--- src/rtl/uart_rx_os.sv ---
// rtl/uart_rx_os.sv - oversampling UART receiver with majority vote, framing and parity checks
//
// Ports:
//   clk         system clock
//   rst_n       synchronous active-low reset
//   en_rx       receiver enable; dropping it mid-frame aborts without a done pulse
//   u_rx        asynchronous serial input, idle high
//   data        last received word, LSB first on the line
//   u_rx_done   one-cycle pulse when a frame completes; data and error flags valid with it
//   frame_err   stop bit voted 0
//   parity_err  parity mismatch (always 0 when parity is disabled)
//   busy        receiver is inside a frame
module uart_rx_os #(
  parameter int BAUD_DIV   = 4,
  parameter int OVERSAMPLE = 16,
  parameter int DATA_BITS  = 8,
  parameter int PARITY_EN  = 0,
  parameter int PARITY_ODD = 0
) (
  input  logic                 clk,
  input  logic                 rst_n,
  input  logic                 en_rx,
  input  logic                 u_rx,
  output logic [DATA_BITS-1:0] data,
  output logic                 u_rx_done,
  output logic                 frame_err,
  output logic                 parity_err,
  output logic                 busy
);

  localparam int M  = OVERSAMPLE / 2;
  localparam int PW = (BAUD_DIV > 1) ? $clog2(BAUD_DIV) : 1;
  localparam int SW = $clog2(OVERSAMPLE);
  localparam int IW = $clog2(DATA_BITS);

  typedef enum logic [2:0] {IDLE, START, DATA, PARITY, STOP} state_t;

  state_t               state, state_nxt;
  logic                 rx_m, rx_s, rx_d;
  logic [PW-1:0]        pc;
  logic [SW-1:0]        sc;
  logic [IW-1:0]        idx;
  logic [DATA_BITS-1:0] shift;
  logic                 v0, v1;
  logic                 par_nxt;
  logic                 tick, vote_tick, wrap, voted, start_det, last_bit;

  // Prescaler and sample counter only run inside a frame, so tick is gated by state.
  assign tick      = (state != IDLE) && (pc == PW'(BAUD_DIV - 1));
  assign vote_tick = tick && (sc == SW'(M + 1));
  assign wrap      = tick && (sc == SW'(OVERSAMPLE - 1));
  // Third vote sample is rx_s at the vote tick itself.
  assign voted     = (v0 & v1) | (v0 & rx_s) | (v1 & rx_s);
  assign start_det = en_rx && rx_d && !rx_s;
  assign last_bit  = (idx == IW'(DATA_BITS - 1));

  // State register
  always_ff @(posedge clk) begin
    if (!rst_n) state <= IDLE;
    else        state <= state_nxt;
  end

  // Next-state logic
  always_comb begin
    state_nxt = state;
    case (state)
      IDLE:    if (start_det) state_nxt = START;
      START: begin
        if (vote_tick && voted) state_nxt = IDLE;  // false start
        else if (wrap)          state_nxt = DATA;
      end
      DATA:    if (wrap && last_bit) state_nxt = (PARITY_EN != 0) ? PARITY : STOP;
      PARITY:  if (wrap) state_nxt = STOP;
      STOP:    if (vote_tick) state_nxt = IDLE;   // re-arm mid stop bit
      default: state_nxt = IDLE;
    endcase
    if (!en_rx && state != IDLE) state_nxt = IDLE;
  end

  // Output logic
  always_comb begin
    busy = (state != IDLE);
  end

  // Synchronizer, counters, vote capture and result registers
  always_ff @(posedge clk) begin
    if (!rst_n) begin
      rx_m       <= 1'b1;
      rx_s       <= 1'b1;
      rx_d       <= 1'b1;
      pc         <= '0;
      sc         <= '0;
      idx        <= '0;
      shift      <= '0;
      v0         <= 1'b0;
      v1         <= 1'b0;
      par_nxt    <= 1'b0;
      data       <= '0;
      u_rx_done  <= 1'b0;
      frame_err  <= 1'b0;
      parity_err <= 1'b0;
    end else begin
      rx_m      <= u_rx;
      rx_s      <= rx_m;
      rx_d      <= rx_s;
      u_rx_done <= 1'b0;

      if (state == IDLE) begin
        pc      <= '0;
        sc      <= '0;
        idx     <= '0;
        par_nxt <= 1'b0;
      end else begin
        pc <= tick ? '0 : pc + PW'(1);
        if (tick) sc <= wrap ? '0 : sc + SW'(1);
        if (tick && sc == SW'(M - 1)) v0 <= rx_s;
        if (tick && sc == SW'(M))     v1 <= rx_s;

        if (state == DATA) begin
          if (vote_tick) shift <= {voted, shift[DATA_BITS-1:1]};
          if (wrap && !last_bit) idx <= idx + IW'(1);
        end

        if (state == PARITY && vote_tick)
          par_nxt <= (^shift) ^ voted ^ (PARITY_ODD != 0);

        // An abort on the same cycle as the stop vote must not deliver the frame.
        if (state == STOP && vote_tick && en_rx) begin
          data       <= shift;
          frame_err  <= ~voted;
          parity_err <= (PARITY_EN != 0) ? par_nxt : 1'b0;
          u_rx_done  <= 1'b1;
        end
      end
    end
  end

endmodule
--- config.mk ---
export PLATFORM = sky130hd
export DESIGN_NAME = uart_rx_os
export DESIGN_NICKNAME = d
export VERILOG_FILES = /design/src/rtl/uart_rx_os.sv
export SDC_FILE = /design/constraint.sdc
export NUM_CORES = 1
export LEC_CHECK = 0
export CAP_MARGIN = 20
export CORE_UTILIZATION = 59
export DETAILED_ROUTE_END_ITERATION = 12
export PLACE_DENSITY = 0.93
export SLEW_MARGIN = 20
export SYNTH_ARGS = -nofsm -noshare
export SYNTH_HDL_FRONTEND = slang
export SYNTH_SLANG_ARGS = --single-unit
--- constraint.sdc ---
create_clock -name clk -period 4.19 [get_ports clk]
set_input_delay 0.6285 -clock clk [delete_from_list [all_inputs] [get_ports clk]]
set_output_delay 0.6285 -clock clk [all_outputs]
set_load 0.01 [all_outputs]
==> impl_metrics.toml, run 1 <==
[floorplanning]
die-area_sq_mm = 0.00290
die_y_microns = 53.8
io_pins = 16
start_util_pct = 63.4
die_width_microns = 53.8
row_count = 18
core_sq_mm = 0.00250

[layout]
layout_common_cells = "dfxtp_1, nand2_1, o21ai_0, nand3_1, clkdlybuf4s50_1"
final-seq-area_sq_um = 701
drive_gt1_share_pct = 5.88
fillCellCount = 182
final_nets = 196
antenna_cells = 0
area_delta_synth_final_pct = 13.4
multi_input_area_sq_um = 810
mostFrequentLayoutCell = "dfxtp_1"

[synthesis]
synth.avg_cell_area_sq_um = 9.00
ys_ff_latch = 35
synth_cells = 176
synthesis.area_sq_mm = 0.00158
yosysTopAreaCell = "dfxtp_1"
synth_area_leaders = "dfxtp_1, mux2i_1, nand2_1"
synth-main-ff-cell = "dfxtp_1"
ys_warn_count = 0
ys_types = 39
synthArstFlopShare_pct = 0
synth_top_area_share_pct = 44.2
ys_seq_area_share_pct = 44.2
synth_fp_nets = 186
synth-edff-count = 0

[timing]
worst_pin_slew_ns = 0.534
rsz0062_at_grt = "false"
finalCritPeriodShare_pct = 57.5
drv_slew = 0
skew_ns = 0.00716
period_needed_ns = 2.41
finalSetupViolCount = 0
fin_setup_tns_ns = 0
hold_viol = 0
slew_headroom_pct = 64.4
fmaxAchievable_mhz = 415

[routing]
vias_per_cell = 5.89
drt-met1-wl_microns = 1350
wl_met3_microns = 164
route.detailed.drc = 0
drtAntennaViolNets = 0
routed_wl_microns = 3090
wl_per_cell_microns = 14.2
top_layer = "met4"
drt_pass1_iterations = 4
met2WireLength_microns = 1510
first_iter_violations = 34
via_count = 1278

[cts]
cts_num_sinks = 35
tritoncts = "yes"
cts_root_buf = "clkbuf_4"
clk_latency_ns = 0.35
hold_buffers = 0
clock_path_buffers = 2
ctsResizeCount = 0
cts_max_level = 2
cts.clk_slew.worst_paths_ns = 0.10
cts_setup_buffers = 0
numCtsBuffers = 5

[worst_setup_path]
cp-start-kind = "flip-flop"
path_class = "flip-flop to output port"
rr_startpoint = "pc[0]$_SDFF_PP0_"
max_stage_delay_ns = 0.50
cp.required_ns = 3.56
crit_arrival_ns = 1.78
rrSetupSlack_ns = 2.30
worstPathMaxFanout = 11
r2r_cells = 4
crit_path_end_kind = "output port"
slowest_stage = "clkdlybuf4s50_1"
path_cells = "nor3_1 -> inv_1 -> clkdlybuf4s50_1"
r2r-end = "data[4]$_SDFFE_PN0P_"

[place]
gp_congestion = 0.873
io_buffers = 14
dp.final_hpwl_microns = 2260

[run]
maxCapViolations = 0

[power]
p_total_mw = 0.606
clkPwrFrac_pct = 42.2
p_sw_mw = 0.124
swShare_pct = 20.5
p_seq_share_pct = 55.3
ir_drop_mv = 0.280
intPower_mw = 0.481
powerDensity_mw_per_mm2 = 337
p_comb_share_pct = 2.4
p_leak_nw = 0.605

[worst_hold_path]
min-delay-start = "rx_m$_SDFF_PN1_"
holdPathStages = 1
min_to = "rx_s$_SDFF_PN1_"
hold_path.class = "flip-flop to flip-flop"

[grt]
grt_max_degree = 36
grt_overflow_total = 0
grt_pass1_wl_microns = 4860
grt_use_total_pct = 24.2
first_global_vias = 1128
antenna_found_initial = 0

[outcome]
status = "finished, final reports clean"
## synth_stat cells, types with 2 or more instances
cell type  instances
inv_1              4
nand2_1           23
nor2_1             5
mux2i_1           12
dfxtp_1           35
nor2b_1            2
a21oi_1            8
o21ai_0           14
nor3_1             2
and2_1             2
and4_1             2
clkbuf_1           7
a21boi_1           6
ha_1               6
a21boi_0           2
nand3_1           14
nand2b_1           5
nand4_1            3
buf_2              2
nor4b_1            3
## metal layers
layer | track usage (%) | up-vias
met2 | 38.3 | 39
met4 | 14.9 | 0
met1 | 28.8 | 594
met5 | 0 | -
li1 | - | 637
met3 | 6.50 | 8
## through the flow
step | instance area [sq um] | setup WS [ns] | util (%) | hold WS (ns) | std cells
after global placement | 1710 | 2.09 | 68.4 | 0.390 | 209
final | 1800 | 1.78 | 71.9 | 0.425 | 217
after floorplan | 1580 | 2.51 | - | 0.386 | 176
after detailed placement | 1710 | 1.96 | 68.4 | 0.406 | 209
after CTS | 1800 | 1.78 | 71.9 | 0.431 | 217
after global routing | 1800 | 1.66 | 71.9 | 0.456 | 217
## worst max-delay path, delay by kind of cell, from the launching register on
kind	cells	cell delay, ns
AND/OR/NAND/NOR	1	0.38
buffers and inverters	2	0.64
flip-flops	1	0.41
## registers in the layout, summed over array words and instances, names as in the netlist, 2 cells and up
| register | count |
|---|---|
| shift | 8 |
| data | 8 |
| state | 3 |
| sc | 4 |
| pc | 2 |
| idx | 3 |
## power groups by stage
stage | clock network (mW) | registers [mW] | logic (mW)
CTS | 0.257 | 0.335 | 0.0146
global route | 0.269 | 0.336 | 0.0164
global placement | 0 | 0.343 | 0.0140
finish | 0.256 | 0.335 | 0.0148
detailed placement | 0 | 0.343 | 0.0146
floorplan | 0 | 0.342 | 0.0107
## logic make-up (layout without fill, tap and decap cells)
family / Yosys count / after routing / synth area share, %
mux: 12 / 12 / 7.58
xor+xnor: 1 / 1 / 0.553
buf+inv: 16 / 27 / 4.66
fa+ha+maj: 7 / 7 / 5.37
compound gates: 33 / 33 / 12.4
flops: 35 / 35 / 44.2
simple gates: 71 / 71 / 25.0
other cells: 1 / 1 / 0.237
## worst max-delay path by stage
stage	endpoint	cells after the start	from	slack, ns
6_report	busy	3	state[1]$_SDFFE_PP0P_	1.78
5_1_grt	busy	3	state[0]$_SDFFE_PP0P_	1.66
4_1_cts	busy	3	state[1]$_SDFFE_PP0P_	1.78
3_5_place_dp	data[2]$_SDFFE_PN0P_	4	en_rx	1.96
3_3_place_gp	data[4]$_SDFFE_PN0P_	4	en_rx	2.09
2_1_floorplan	idx[0]$_SDFFE_PP0P_	5	idx[0]$_SDFFE_PP0P_	2.51
## area by class of cell
type | count | area share (%)
multi-input combinational | 125 | 45.1
sequential | 35 | 39.0
timing repair buffer | 15 | 8.22
clock buffer | 6 | 2.86
tap | 30 | 2.09
clock inverter | 2 | 1.95
inverter | 4 | 0.836
Note: power is estimated with default switching activity, not from simulation.
==> run 2, diff against run 1 <==
Settings changed: CORE_UTILIZATION 59 to 55, PLACE_DENSITY 0.93 to 0.88.
Clock period 4.19 ns to 2.35 ns, I/O delays scaled along.
==> run 2 against run 1 <==
  * Core utilization down 6.9 points
  * Combinational power increased by 89%
  * Critical endpoint unchanged
  * Die area up 7.0%
  * Final cell count is 1.4% higher
  * Flip-flop and latch count unchanged
  * Largest cell class unchanged
  * Register-to-register slack worse by 1.8 ns
  * Sequential power rose by 79%
==> impl_metrics.toml, run 2 (synthesized netlist as in run 1, its figures left out) <==
[worst_setup_path]
crit_arrival_ns = 1.81
r2r_cells = 5
cp.required_ns = 2.00
cp-start-kind = "flip-flop"
crit_path_end_kind = "output port"
max_stage_delay_ns = 0.51
rr_startpoint = "idx[0]$_SDFFE_PP0P_"
path_class = "flip-flop to output port"
rrSetupSlack_ns = 0.51
slowest_stage = "clkdlybuf4s50_1"
r2r-end = "idx[0]$_SDFFE_PP0P_"
path_cells = "nor3_1 -> inv_1 -> clkdlybuf4s50_1"
worstPathMaxFanout = 11

[routing]
vias_per_cell = 5.99
drt_pass1_iterations = 4
route.detailed.drc = 0
first_iter_violations = 32
drtAntennaViolNets = 0
via_count = 1318
wl_per_cell_microns = 13.9
routed_wl_microns = 3060

[cts]
cts.clk_slew.worst_paths_ns = 0.10
clk_latency_ns = 0.34
cts_num_sinks = 35
clock_path_buffers = 2
cts_max_level = 2
hold_buffers = 0
cts_root_buf = "clkbuf_4"
numCtsBuffers = 5
ctsResizeCount = 0
tritoncts = "yes"
cts_setup_buffers = 0

[layout]
antenna_cells = 0
area_delta_synth_final_pct = 12.2
final_nets = 198
final_design_area_no_fill_sq_mm = 0.00178
mostFrequentLayoutCell = "dfxtp_1"
drive_gt1_share_pct = 5.82
biggestRegsByFlops = "data: 8 flops, shift: 8 flops, sc: 4 flops"
layout_common_cells = "dfxtp_1, nand2_1, o21ai_0, nand3_1, clkdlybuf4s50_1"

[grt]
grt_use_total_pct = 21.7
grt_max_degree = 18
first_global_vias = 1142
grt_pass1_wl_microns = 5130
grt_overflow_total = 0
antenna_found_initial = 0

[timing]
fmaxAchievable_mhz = 463
drv_slew = 0
hold_viol = 0
fin_setup_tns_ns = 0
finalCritPeriodShare_pct = 92.0
finalSetupViolCount = 0
rsz0062_at_grt = "false"
skew_ns = 0.00764
slew_headroom_pct = 63.9
worst_pin_slew_ns = 0.542
period_needed_ns = 2.16

[power]
ir_drop_mv = 0.537
powerDensity_mw_per_mm2 = 526
p_leak_nw = 0.597

[place]
gp_congestion = 0.893
dp.final_hpwl_microns = 2200
placed_cell_area_sq_mm = 0.00173
io_buffers = 14

[floorplanning]
row_count = 19
die-area_sq_mm = 0.00310
io_pins = 16
die_y_microns = 55.7
die_width_microns = 55.7
core_sq_mm = 0.00273
start_util_pct = 57.9

[worst_hold_path]
hold_path.class = "flip-flop to flip-flop"
min-delay-start = "rx_m$_SDFF_PN1_"
min_to = "rx_s$_SDFF_PN1_"
holdPathStages = 1

[run]
maxCapViolations = 0

[outcome]
status = "finished, final reports clean"
-- run 2: cell count changes in the layout (fill, tap and decap cells not counted) --
| cell | previous run | this run |
|---|---|---|
| buf_4 | 1 | 3 |
| clkbuf_1 | 0 | 2 |
| clkbuf_8 | 1 | 0 |
| bufinv_16 | 1 | 0 |
-- run 2: worst max-delay path, delay by kind of cell, from the launching register on --
kind | cells | cell delay, ns
and+or+nand+nor | 1 | 0.39
DFF | 1 | 0.42
buffers and inverters | 2 | 0.66
-- run 2: how the worst max path moves through the flow --
| stage | slack, ns | start | cells after the start | to |
|---|---|---|---|---|
| 6_report | 0.19 | state[1]$_SDFFE_PP0P_ | 3 | busy |
| 4_1_cts | 0.21 | state[1]$_SDFFE_PP0P_ | 3 | busy |
| 3_5_place_dp | 0.43 | en_rx | 4 | data[3]$_SDFFE_PN0P_ |
| 5_1_grt | 0.09 | state[0]$_SDFFE_PP0P_ | 3 | busy |
| 2_1_floorplan | 0.67 | idx[0]$_SDFFE_PP0P_ | 5 | idx[0]$_SDFFE_PP0P_ |
| 3_3_place_gp | 0.52 | en_rx | 4 | data[0]$_SDFFE_PN0P_ |
-- run 2: power breakdown --
group          leakage, nW  total, mW  internal, mW  switching [mW]
logic                0.285     0.0280        0.0127          0.0153
clock network       0.0293      0.309         0.116           0.193
registers            0.282      0.598         0.595         0.00235
-- run 2: per-layer routing --
layer  vias to the layer above  share of wire, %  routed length [microns]  GRT usage [%]
li1                        639                 -                        -              -
met1                       630                43                     1320           25.1
met2                        44                49                     1500           34.8
met3                         5               6.0                      183           7.21
met4                         0               2.0                       61           12.9
met5                         -                 0                        0              0
-- run 2: layout make-up --
cell class / count / area [sq um]
Multi-Input combinational cell: 125 / 810
Clock buffer: 7 / 45.0
Fill cell: 224 / 957
Sequential cell: 35 / 701
Inverter: 4 / 15.0
Timing Repair Buffer: 17 / 163
Clock inverter: 1 / 5.00
Tap cell: 31 / 38.8
-- run 2: through the flow --
| stage | utilization (%) | hold WS [ns] | total power [mW] | worst slack (ns) | cells |
|---|---|---|---|---|---|
| after detailed placement | 63.2 | 0.399 | 0.639 | 0.430 | 212 |
| after global placement | 63.2 | 0.391 | 0.638 | 0.523 | 212 |
| after global routing | 65.0 | 0.460 | 0.967 | 0.0896 | 220 |
| final | 65.0 | 0.423 | 0.935 | 0.188 | 220 |
| after CTS | 65.0 | 0.434 | 0.944 | 0.209 | 220 |
| after floorplan | - | 0.386 | 0.629 | 0.673 | 176 |
==> run 3, diff against run 2 <==
Settings changed: CAP_MARGIN 20 to default, GPL_TIMING_DRIVEN from default to 0, HOLD_SLACK_MARGIN from default to 0.03.
==> run 3 against run 2 <==
  * First-iteration DRC count grew 47%
  * Setup slack lost 0.014 ns
  * Critical path depth grew 1
  * Highest routed layer unchanged
==> impl_metrics.toml, run 3 (synthesized netlist as in run 1, its figures left out) <==
[floorplanning]
start_util_pct = 57.9
die_y_microns = 55.7
die-area_sq_mm = 0.00310
core_sq_mm = 0.00273
io_pins = 16
row_count = 19
die_width_microns = 55.7

[place]
pre_cts_ws_ns = 0.476
dp.final_hpwl_microns = 2220
io_buffers = 13
dpl.cell_count = 220
gp_congestion = 0.874

[cts]
cts_root_buf = "clkbuf_4"
tritoncts = "yes"
cts_num_sinks = 35
ctsResizeCount = 0
cts.clk_slew.worst_paths_ns = 0.10
numCtsBuffers = 5
cts_setup_buffers = 0
clock_path_buffers = 2
cts_max_level = 2
clk_latency_ns = 0.35

[power]
ir_drop_mv = 0.545
swShare_pct = 19.2
p_leak_nw = 0.632
intPower_mw = 0.939
p_seq_share_pct = 51.5
p_total_mw = 1.16
p_sw_mw = 0.222
powerDensity_mw_per_mm2 = 628
p_comb_share_pct = 2.4
clkPwrFrac_pct = 46.1

[grt]
grt_overflow_total = 0
grt_max_degree = 12
grt_pass1_wl_microns = 5460
grt_use_total_pct = 23.5
first_global_vias = 1217
antenna_found_initial = 0

[timing]
period_needed_ns = 2.18
fin_setup_tns_ns = 0
hold_viol = 0
finalSetupViolCount = 0
finalCritPeriodShare_pct = 92.6
rsz0062_at_grt = "false"
skew_ns = 0.0131
setup_slack_ns = 0.175
drv_slew = 0
fmaxAchievable_mhz = 460

[layout]
antenna_cells = 0
biggestRegsByFlops = "data: 8 flops, shift: 8 flops, sc: 4 flops"
area_delta_synth_final_pct = 16.8
mostFrequentLayoutCell = "dfxtp_1"
stdcell_count = 227
drive_gt1_share_pct = 6.63
final_nets = 205
layout_common_cells = "dfxtp_1, nand2_1, o21ai_0, nand3_1, clkdlybuf4s50_1"
utilization_pct = 67.7

[routing]
routed_wl_microns = 3220
drtAntennaViolNets = 0
first_iter_violations = 47
route.detailed.drc = 0
wl_per_cell_microns = 14.2
drt_pass1_iterations = 4
vias_per_cell = 5.67
via_count = 1288

[worst_setup_path]
max_stage_delay_ns = 0.50
r2r_cells = 5
path_cells = "clkbuf_1 -> nor3_1 -> inv_1 -> clkdlybuf4s50_1"
cp.required_ns = 2.00
crit_path_end_kind = "output port"
crit_arrival_ns = 1.82
slowest_stage = "clkdlybuf4s50_1"
path_class = "flip-flop to output port"
startpoint = "state[1]$_SDFFE_PP0P_"
worstPathMaxFanout = 10
cp_num_buf_inv = 3
cp.depth = 4
cp-start-kind = "flip-flop"
cp_top_family = "buffers and inverters"
rr_startpoint = "pc[0]$_SDFF_PP0_"

[worst_hold_path]
min-delay-start = "rst_n"
holdPathStages = 2
hold_path.class = "input pin to flip-flop"

[outcome]
status = "finished, final reports clean"

[run]
maxCapViolations = 0
## run 3: cell types whose count changed in the layout (fill, tap and decap cells not counted), moves of 2 or more
cell and change:
buf_4 -2, clkbuf_1 +5, bufinv_16 +2, buf_2 +2
## run 3: power groups by stage
stage / clock, mW / sequential (mW) / combinational (mW)
finish: 0.535 / 0.598 / 0.0284
global route: 0.569 / 0.599 / 0.0314
CTS: 0.542 / 0.597 / 0.0297
detailed placement: 0 / 0.610 / 0.0290
global placement: 0 / 0.610 / 0.0280
floorplan: 0 / 0.610 / 0.0191
## run 3: worst register-to-register path, delay by kind of cell, from the launching register on
| family | cells | cell delay [ns] |
|---|---|---|
| AOI/OAI and AO/OA | 1 | 0.17 |
| adders and majority gates | 1 | 0.18 |
| buffers and inverters | 1 | 0.21 |
| DFF | 1 | 0.36 |
| and+or+nand+nor | 2 | 0.77 |
## run 3: per-layer routing
metal	up-vias	wire (microns)	global-route usage, %
met5	-	0	0
met4	0	80	13.6
met3	8	162	7.67
met2	35	1570	38.6
met1	592	1410	26.9
li1	653	-	-
## run 3: layout make-up
cell class	count	area, sq um
plain buffers	11	55.1
clock buffers	6	41.3
clock inverters	2	60.1
fillers	210	883
inverters	4	15.0
multi-input cells	125	810
flip-flops and latches	35	701
well taps	31	38.8
repair buffers	13	130
## run 3: final timing paths
check                               end  slack [ns]
setup reg to reg  state[0]$_SDFFE_PP0P_        0.53
hold / removal          rx_d$_SDFF_PN1_        0.31
hold reg to reg         rx_s$_SDFF_PN1_        0.43
setup / recovery                   busy        0.17
## run 3: timing repair
action / 4_1_cts / 5_1_grt
setup endpoints to repair: 0 / 1
hold buffers: 0 / 0
hold endpoints to repair: 0 / 0
## run 3: per-stage QoR
| step | instance area [sq um] | hold WS, ns |
|---|---|---|
| after detailed placement | 1750 | 0.404 |
| after global routing | 1850 | 0.355 |
| after floorplan | 1580 | 0.386 |
| after CTS | 1850 | 0.297 |
| after global placement | 1750 | 0.398 |
| final | 1850 | 0.314 |
==> edit, RTL diff (flow settings as in run 2) <==
Make the reset (`rst_n`) asynchronous in 2 clocked blocks. Comments in the files are not updated.
--- a/src/rtl/uart_rx_os.sv
+++ b/src/rtl/uart_rx_os.sv
@@ -55,7 +55,7 @@
   assign last_bit  = (idx == IW'(DATA_BITS - 1));
 
   // State register
-  always_ff @(posedge clk) begin
+  always_ff @(posedge clk or negedge rst_n) begin
     if (!rst_n) state <= IDLE;
     else        state <= state_nxt;
   end
@@ -83,7 +83,7 @@
   end
 
   // Synchronizer, counters, vote capture and result registers
-  always_ff @(posedge clk) begin
+  always_ff @(posedge clk or negedge rst_n) begin
     if (!rst_n) begin
       rx_m       <= 1'b1;
       rx_s       <= 1'b1;
Behaviour: differs if rst_n is asserted again (counterexample within 4 cycles, from zero or initial values and one cycle with rst_n low); with rst_n held inactive, the same outputs for 10 cycles.
==> edit against run 2 <==
- worst setup slack lost 0.016 ns
- power grew 27%
- fmax shrank 0.75%
- area after synthesis grew 1.9%
- wire length shrank 11%
- sequential cell count is the same
- clock power grew 72%
- design area grew 5.2%
==> edit: results <==
export IMPL_run_status="finished clean"
export IMPL_r2r_end="data[2]"
export IMPL_yosysSeqAreaShare_pct=54.5
export IMPL_place_gp_congestion=0.897
export IMPL_grt_pass1_wl_mm=4.88
export IMPL_p_leak_uw=0.000876
export IMPL_synth_commonest_cells="dfrtp_1 (32), mux2_2 (18), nand3_1 (8)"
export IMPL_nNonClkInverters=8
export IMPL_met2_wirelength_mm=1.36
export IMPL_synth_compound_area_share_pct=6.67
export IMPL_ff2ff_path_depth=4
export IMPL_met3_usage_pct=6.74
export IMPL_globalRouteMet2Util_pct=31.0
export IMPL_hpwl_mm=1.94
export IMPL_arrival_ns=1.83
export IMPL_grt_use_total_pct=20.7
export IMPL_holdPathStages=0
export IMPL_nNonClkBuffers=15
export IMPL_r2r_start="pc[0]"
export IMPL_synth_adder_area_share_pct=5.27
export IMPL_wl_mm=2.72
export IMPL_r2r_slack_ns=0.60
export IMPL_dp_slack_ns=0.484
export IMPL_ys_flop_type="dfrtp_1"
export IMPL_vdd_drop_max_mv=0.752
export IMPL_wl_met3_um=140
export IMPL_skew_ns=0.0156
export IMPL_viasPerCell=5.90
export IMPL_max_stage_delay_ns=0.48
export IMPL_drive_gt1_share_pct=26.5
export IMPL_grt_max_degree=36
export IMPL_multi_input_gates=81
-- edit: changes by cell type in the layout (fill, tap and decap cells not counted), sizes merged, moves of 10 or more --
cell   change
dfxtp     -35
dfrtp     +32
mux2      +18
nand2     -17
o21ai     -13
mux2i     -10
-- edit: stage by stage --
step	instance area [µm²]	cells	hold WS (ns)	total power (µW)
floorplan	1610	128	0.0569	648
global placement	1770	170	0.346	668
detailed placement	1770	170	0.349	671
CTS	1870	178	0.363	1210
global route	1870	178	0.367	1240
finish	1870	178	0.361	1190
-- edit: power breakdown --
part / switching [µW] / leakage, µW / internal, µW
combinational: 29.0 / 0.000352 / 16.0
clock: 200 / 0.0000525 / 332
sequential: 4.03 / 0.000472 / 610
total: 233 / 0.000876 / 958
-- edit: worst register-to-register path: stages, from the launching register on --
cell and delay, ns:
dfrtp_1 0.39, ha_1 0.33, and4b_2 0.35, nand2_2 0.21, mux2_2 0.37
-- edit: repair_timing --
item	in CTS	in global routing
hold buffers	0	0
setup endpoints to repair	0	1
resized for setup	0	1
